[config.mk]
export PLATFORM = sky130hd
export DESIGN_NAME = mem_store_forward
export DESIGN_NICKNAME = d
export VERILOG_FILES = /design/src/rtl/mem_store_forward.sv
export SDC_FILE = /design/constraint.sdc
export NUM_CORES = 1
export LEC_CHECK = 0
export CAP_MARGIN = 20
export CORE_MARGIN = 3
export CORE_UTILIZATION = 40
export DETAILED_ROUTE_END_ITERATION = 10
export PLACE_DENSITY = 0.66
export SYNTH_ARGS = -nofsm -noshare
export SYNTH_HDL_FRONTEND = slang
export SYNTH_SLANG_ARGS = --single-unit
[constraint.sdc]
create_clock -name clk -period 3.4 [get_ports clk]
set_input_delay 0.85 -clock clk [delete_from_list [all_inputs] [get_ports clk]]
set_output_delay 0.85 -clock clk [all_outputs]
set_load 0.1 [all_outputs]
[src/rtl/mem_store_forward.sv]
// Store-data forwarding for the MEM stage: corrects a store's data from the
// WB result or from a short history of retired register writes, with event counters.
module mem_store_forward #(
  parameter int REG_AW = 5,
  parameter int DATA_W = 32,
  parameter int DEPTH  = 3,
  parameter int CNT_W  = 16
) (
  input  logic              clk,
  input  logic              rst_n,
  input  logic              wb_we,
  input  logic [REG_AW-1:0] wb_rd,
  input  logic              wb_memtoreg,
  input  logic [DATA_W-1:0] wb_alu_result,
  input  logic [DATA_W-1:0] wb_mem_data,
  input  logic              mem_memwrite,
  input  logic [REG_AW-1:0] mem_rt,
  input  logic [DATA_W-1:0] mem_rt_data,
  input  logic              cnt_clr,
  output logic [DATA_W-1:0] store_data,
  output logic [1:0]        fwd_sel,
  output logic [2:0]        hist_idx,
  output logic [CNT_W-1:0]  fwd_cnt,
  output logic [CNT_W-1:0]  hist_cnt
);

  localparam logic [1:0] SelNone = 2'b00;
  localparam logic [1:0] SelLoad = 2'b01;
  localparam logic [1:0] SelAlu  = 2'b10;
  localparam logic [1:0] SelHist = 2'b11;

  logic              histValid [DEPTH];
  logic [REG_AW-1:0] histRd    [DEPTH];
  logic [DATA_W-1:0] histData  [DEPTH];

  logic [DATA_W-1:0] wbVal;
  logic              wbWrite;
  logic              lookupActive;

  assign wbVal        = wb_memtoreg ? wb_mem_data : wb_alu_result;
  assign wbWrite      = wb_we && (wb_rd != '0);
  assign lookupActive = mem_memwrite && (mem_rt != '0);

  // Oldest-to-newest scan so the lowest matching index is the last one written.
  always_comb begin
    fwd_sel    = SelNone;
    store_data = mem_rt_data;
    hist_idx   = 3'd0;
    if (lookupActive) begin
      if (wbWrite && (wb_rd == mem_rt)) begin
        fwd_sel    = wb_memtoreg ? SelLoad : SelAlu;
        store_data = wbVal;
      end else begin
        for (int i = DEPTH - 1; i >= 0; i--) begin
          if (histValid[i] && (histRd[i] == mem_rt)) begin
            fwd_sel    = SelHist;
            store_data = histData[i];
            hist_idx   = 3'(i);
          end
        end
      end
    end
  end

  // A push shifts the history and kills older copies of the same register.
  always_ff @(posedge clk or negedge rst_n) begin
    if (!rst_n) begin
      for (int i = 0; i < DEPTH; i++) begin
        histValid[i] <= 1'b0;
        histRd[i]    <= '0;
        histData[i]  <= '0;
      end
    end else if (wbWrite) begin
      for (int i = 1; i < DEPTH; i++) begin
        histValid[i] <= histValid[i-1] && (histRd[i-1] != wb_rd);
        histRd[i]    <= histRd[i-1];
        histData[i]  <= histData[i-1];
      end
      histValid[0] <= 1'b1;
      histRd[0]    <= wb_rd;
      histData[0]  <= wbVal;
    end
  end

  always_ff @(posedge clk or negedge rst_n) begin
    if (!rst_n) begin
      fwd_cnt  <= '0;
      hist_cnt <= '0;
    end else if (cnt_clr) begin
      fwd_cnt  <= '0;
      hist_cnt <= '0;
    end else begin
      if ((fwd_sel != SelNone) && (fwd_cnt != '1)) fwd_cnt <= fwd_cnt + 1'b1;
      if ((fwd_sel == SelHist) && (hist_cnt != '1)) hist_cnt <= hist_cnt + 1'b1;
    end
  end

endmodule

Yosys cells after proc, flatten, opt, wreduce, memory -nomap -nowiden:

Cells that the tools add are included.

* $add $sub $neg: 2
* multiply operators: 0
* div/mod/pow operators: 0
* magnitude comparators: 0
* equal/unequal tests: 9
* shifts and indexed selects: 0
* multiplexer cells: 21
* bitwise gates (word level): 0
* reductions and logical operators: 15

Operators by type and width (count)
* 32-bit two-way mux: 6
* 16-bit two-way mux: 4
* 16-bit by 1-bit adder with 16-bit output (second input constant): 2
* 16-bit != test (second input constant): 2
* 5-bit == test: 4
* 2-bit two-way mux: 7
* 3-bit two-way mux: 4
* 1-bit logical AND: 10
* 5-bit != test: 2
* 5-bit nonzero test: 2
* 2-bit nonzero test: 3
* 2-bit == test (second input constant): 1

* bits in registers: 146
* bits in latches: 0
* memory bits (writable): 0
* ROM bits: 0
* output and inout bits: 69
* memories: 0

Logic depth before layout (Yosys ltp):

* word-level depth: 11
* depth in mapped cells: 10
* depth with buffers taken out: 7

Worst setup path before layout:

OpenSTA, ideal clock, no wires.

* kind: input to output
* start: input mem_rt[0]
* end: output fwd_sel[1]
* arrival time: 4.563 ns
* required time: 2.550 ns
* setup slack: -2.013 ns
* stages: 7
* buffers on the path: 2
* path through: clkbuf_1 > xnor2_1 > nand4_1 > nor2_1 > clkbuf_1 > nor3_1 > a211oi_1

* word-level cells in the longest chain between the ends: 7
* elaborated cells on any way between the ends: 15
* classes of those cells: eq/ne: 4; mux: 5; reduce/logical: 6

RTL lines
* start: declaration: line 17 `input logic [REG_AW-1:0] mem_rt,`
* 5-bit == test: line 55 `if (histValid[i] && (histRd[i] == mem_rt)) begin`
* 1-bit logical AND: line 55
* 2-bit two-way mux (3 in a row): line 55
* 2-bit two-way mux: line 50 `if (wbWrite && (wb_rd == mem_rt)) begin`
* 2-bit two-way mux (*): line 49 `if (lookupActive) begin`
* end: declaration: line 21 `output logic [1:0] fwd_sel,`

Every way passes the cells marked *; elsewhere a longest branch is shown, timed or not.

Final worst setup path:

* start: input wb_rd[4]
* end: output store_data[14]

* word-level cells in the longest chain between the ends: 5
* elaborated cells on any way between the ends: 6
* classes of those cells: eq/ne: 1; mux: 2; reduce/logical: 3

RTL lines
* start: declaration: line 12 `input logic [REG_AW-1:0] wb_rd,`
* 5-bit nonzero test: line 41 `assign wbWrite = wb_we && (wb_rd != '0);`
* 1-bit logical AND: line 41
* 1-bit logical AND (*): line 50
* 32-bit two-way mux (*): line 50
* 32-bit two-way mux (*): line 49
* end: declaration: line 20 `output logic [DATA_W-1:0] store_data,`

Marked as above.

==> impl_metrics.tcl <==
set metrics [dict create \
    hold_path.class "primary input to asynchronous set/reset pin" \
    skew_ps 8.67 \
    clk_pin_slew_ps 70 \
    port_buffers 179 \
    stdcell_count 1530 \
    grt_pass1_vias 8291 \
    cts_buffers 17 \
    grt-ovfl-total 0 \
    grt_pass1_wl_um 44500 \
    worst_pin_slew_ps 659 \
    setup_viol 36 \
    worstSetupPathType "primary input to output port" \
    synth_async_sr_flop_share 1.00 \
    layout_common_cells "292 x nand2_1, 146 x dfrtp_1, 138 x buf_4, 99 x clkdlybuf4s50_1, 56 x buf_12" \
    place_hpwl_um 18200 \
    yosysWarnings 0 \
    remaining_drc_errors 0 \
    wl_per_cell_um 17.9 \
    drtIter0Drc 502 \
    gp_congestion 0.856 \
    outcome "complete, but fails checks" \
    synthTopCellsByArea "dfrtp_1 44%, nand2_1 14%, mux2i_1 4.4%" \
    crit_buf_inv 3 \
    regToRegStartpoint "histRd[9]$_DFFE_PN0P_" \
    synth_top_area_share 0.444 \
    rows 51 \
    rsz0062_at_grt "yes" \
    worstPathArrival_ps 2870 \
    vias 8421 \
    synth-seq-cells 146 \
    synthCells 997 \
    cts_tree "done" \
    hold_violations 0 \
    cp_slowest_cell "or4_4" \
    clock.fmax_mhz 269 \
    core-area_um2 19800 \
    relSlewSlack 0.559 \
    clock-root-buffer "clkbuf_16" \
    irDropWorstVdd_v 0.000361 \
    layout_commonest_cell "nand2_1" \
    num_antenna_cells 0 \
    path_common_cell "buf_12" \
    area_growth_pct 61.3 \
    hold_buffers 0 \
    end_kind "output port" \
    ioPinCount 181 \
    drv_slew 0 \
    grtUsageTotal 0.249 \
    layout.nets 1366 \
    h-tree-depth 4 \
    critPathTopFamily "compound AO/OA/AOI/OAI gates" \
    crit_chain "buf_6 -> or4_4 -> o21a_4 -> buf_12 -> and3_4 -> o31a_1 -> a21oi_2 -> o22ai_4 -> buf_12" \
    failed_checks "negative setup slack" \
    avgSynthCellArea_um2 8.26 \
    p_per_area_nw_per_um2 420 \
    dp_cells 1467 \
    worst_slack_ps -318 \
    cts_buffer_depth 2 \
    dpl_worst_slack_ps -699 \
    crit_path_max_fanout 8 \
    clk_latency_ps 430 \
    post-route-util 0.669 \
    leakage_uw 0.00587 \
    period_share 1.09 \
    final_layout_size_suffix_gt1_frac 0.295 \
    die_h_um 149 \
    synth_edf_count 0 \
    post-synth-top-area-cell "dfrtp_1" \
    dpl_cell_area_um2 12000 \
    dieArea_um2 22300 \
    wl_um 27500 \
    syn_nets 1111 \
    syn_area_um2 8230 \
    ys.flop_type "dfrtp_1" \
    finalCriticalPeriod_ps 3720 \
    maxCapViolCount 0 \
    holdWs_ps 389 \
    antenna_found_initial 0 \
    via_per_inst 5.50 \
    synth_cell_types 45 \
    startpoint_type "primary input" \
    fin_area_um2 13300 \
    crit_required_ps 2550 \
    start_util 0.415 \
    cp-startpoint "wb_rd[4]" \
    grt_max_degree 62 \
    cp_slowest_stage_delay_ps 530 \
    first_pass_iters 5 \
    ant_nets 0 \
    clock-sinks 146 \
    die_w_um 149 \
    seq_area_frac_synth 0.444 \
]
[cells in the mapped netlist (3+ instances only)]
cell type  number
and4_1          4
xnor2_1        12
dfrtp_1       146
nand3_1        19
o31a_1         30
buf_6           4
buf_2           3
mux2_2          3
xor2_1         16
nor2_1         14
o22ai_1        32
nand2_1       300
a221oi_1       29
and3_1          6
o21ai_0        54
a21oi_1        61
clkbuf_1       75
or3_1          12
inv_1          35
nor3_1          6
o31ai_1        16
nand2b_1        4
mux2i_1        36
nand4_1        36
or4_1          18
[layout make-up]
| cell class | count | area [µm²] |
|---|---|---|
| timing repair buffer | 318 | 3490 |
| fill | 1573 | 6570 |
| clock inverter | 14 | 143 |
| sequential | 146 | 3650 |
| clock buffer | 18 | 439 |
| inverter | 35 | 131 |
| tap | 265 | 332 |
| multi-input combinational | 734 | 5090 |
[per-layer routing]
metal | vias up | wire (µm) | global-route usage
met2 | 276 | 13200 | 0.409
met5 | - | 0 | 0
li1 | 4034 | - | -
met1 | 4069 | 11500 | 0.325
met3 | 42 | 2200 | 0.0684
met4 | 0 | 532 | 0.0686
[sequential cells by signal (all words and copies together), names as in the netlist]
signal     flops
histData      96
fwd_cnt       16
hist_cnt      16
histRd        15
histValid      3
[through the flow]
step                power [µW]  setup TNS (ps)
floorplan                 2960           -9780
global placement          3590          -32490
detailed placement        3620          -27800
CTS                       5580           -8020
global route              5820           -9870
finish                    5570           -8160
[where the power goes]
group	internal, µW	total (µW)	switching (µW)	leakage [µW]
clock	1050	1850	800	0.000277
sequential	1910	2070	152	0.00187
combinational	708	1660	948	0.00373
[logic make-up after synthesis]
kind of cell	after synthesis	synth area share
AOI/OAI and AO/OA	236	0.188
adders and majority gates	2	0.00304
and+or+nand+nor	425	0.228
muxes	39	0.0479
DFF	146	0.444
other	1	0.000455
xor gates and xnor gates	28	0.0298
buffers and inverters	120	0.0593
[worst register-to-register path, delay by kind of cell (launching register included)]
kind	cells	cell delay [ps]
compound gates	1	190
xor+xnor	1	160
buf+inv	5	790
flops	1	450
simple gates	4	760
[timing repair]
item,CTS,global route
gates cloned,8,0
endpoints found under the hold margin,0,0
endpoints found under the setup margin,36,36
pin swaps,53,31
buffers inserted,20,4
gates resized for setup,99,30
[path summary, 6_finish.rpt]
kind	end	slack, ps	cells past startpoint
worst min register to register	histData[13]$_DFFE_PN0P_	480	2
worst min-delay path	histData[92]$_DFFE_PN0P_	390	1
worst max-delay path	store_data[14]	-320	9
max in group asynchronous	histData[9]$_DFFE_PN0P_	2170	2
worst max register to register	hist_cnt[13]$_DFFE_PN0P_	940	11
min in group clk	histData[13]$_DFFE_PN0P_	480	2
Note: power is estimated with default switching activity, not from simulation.
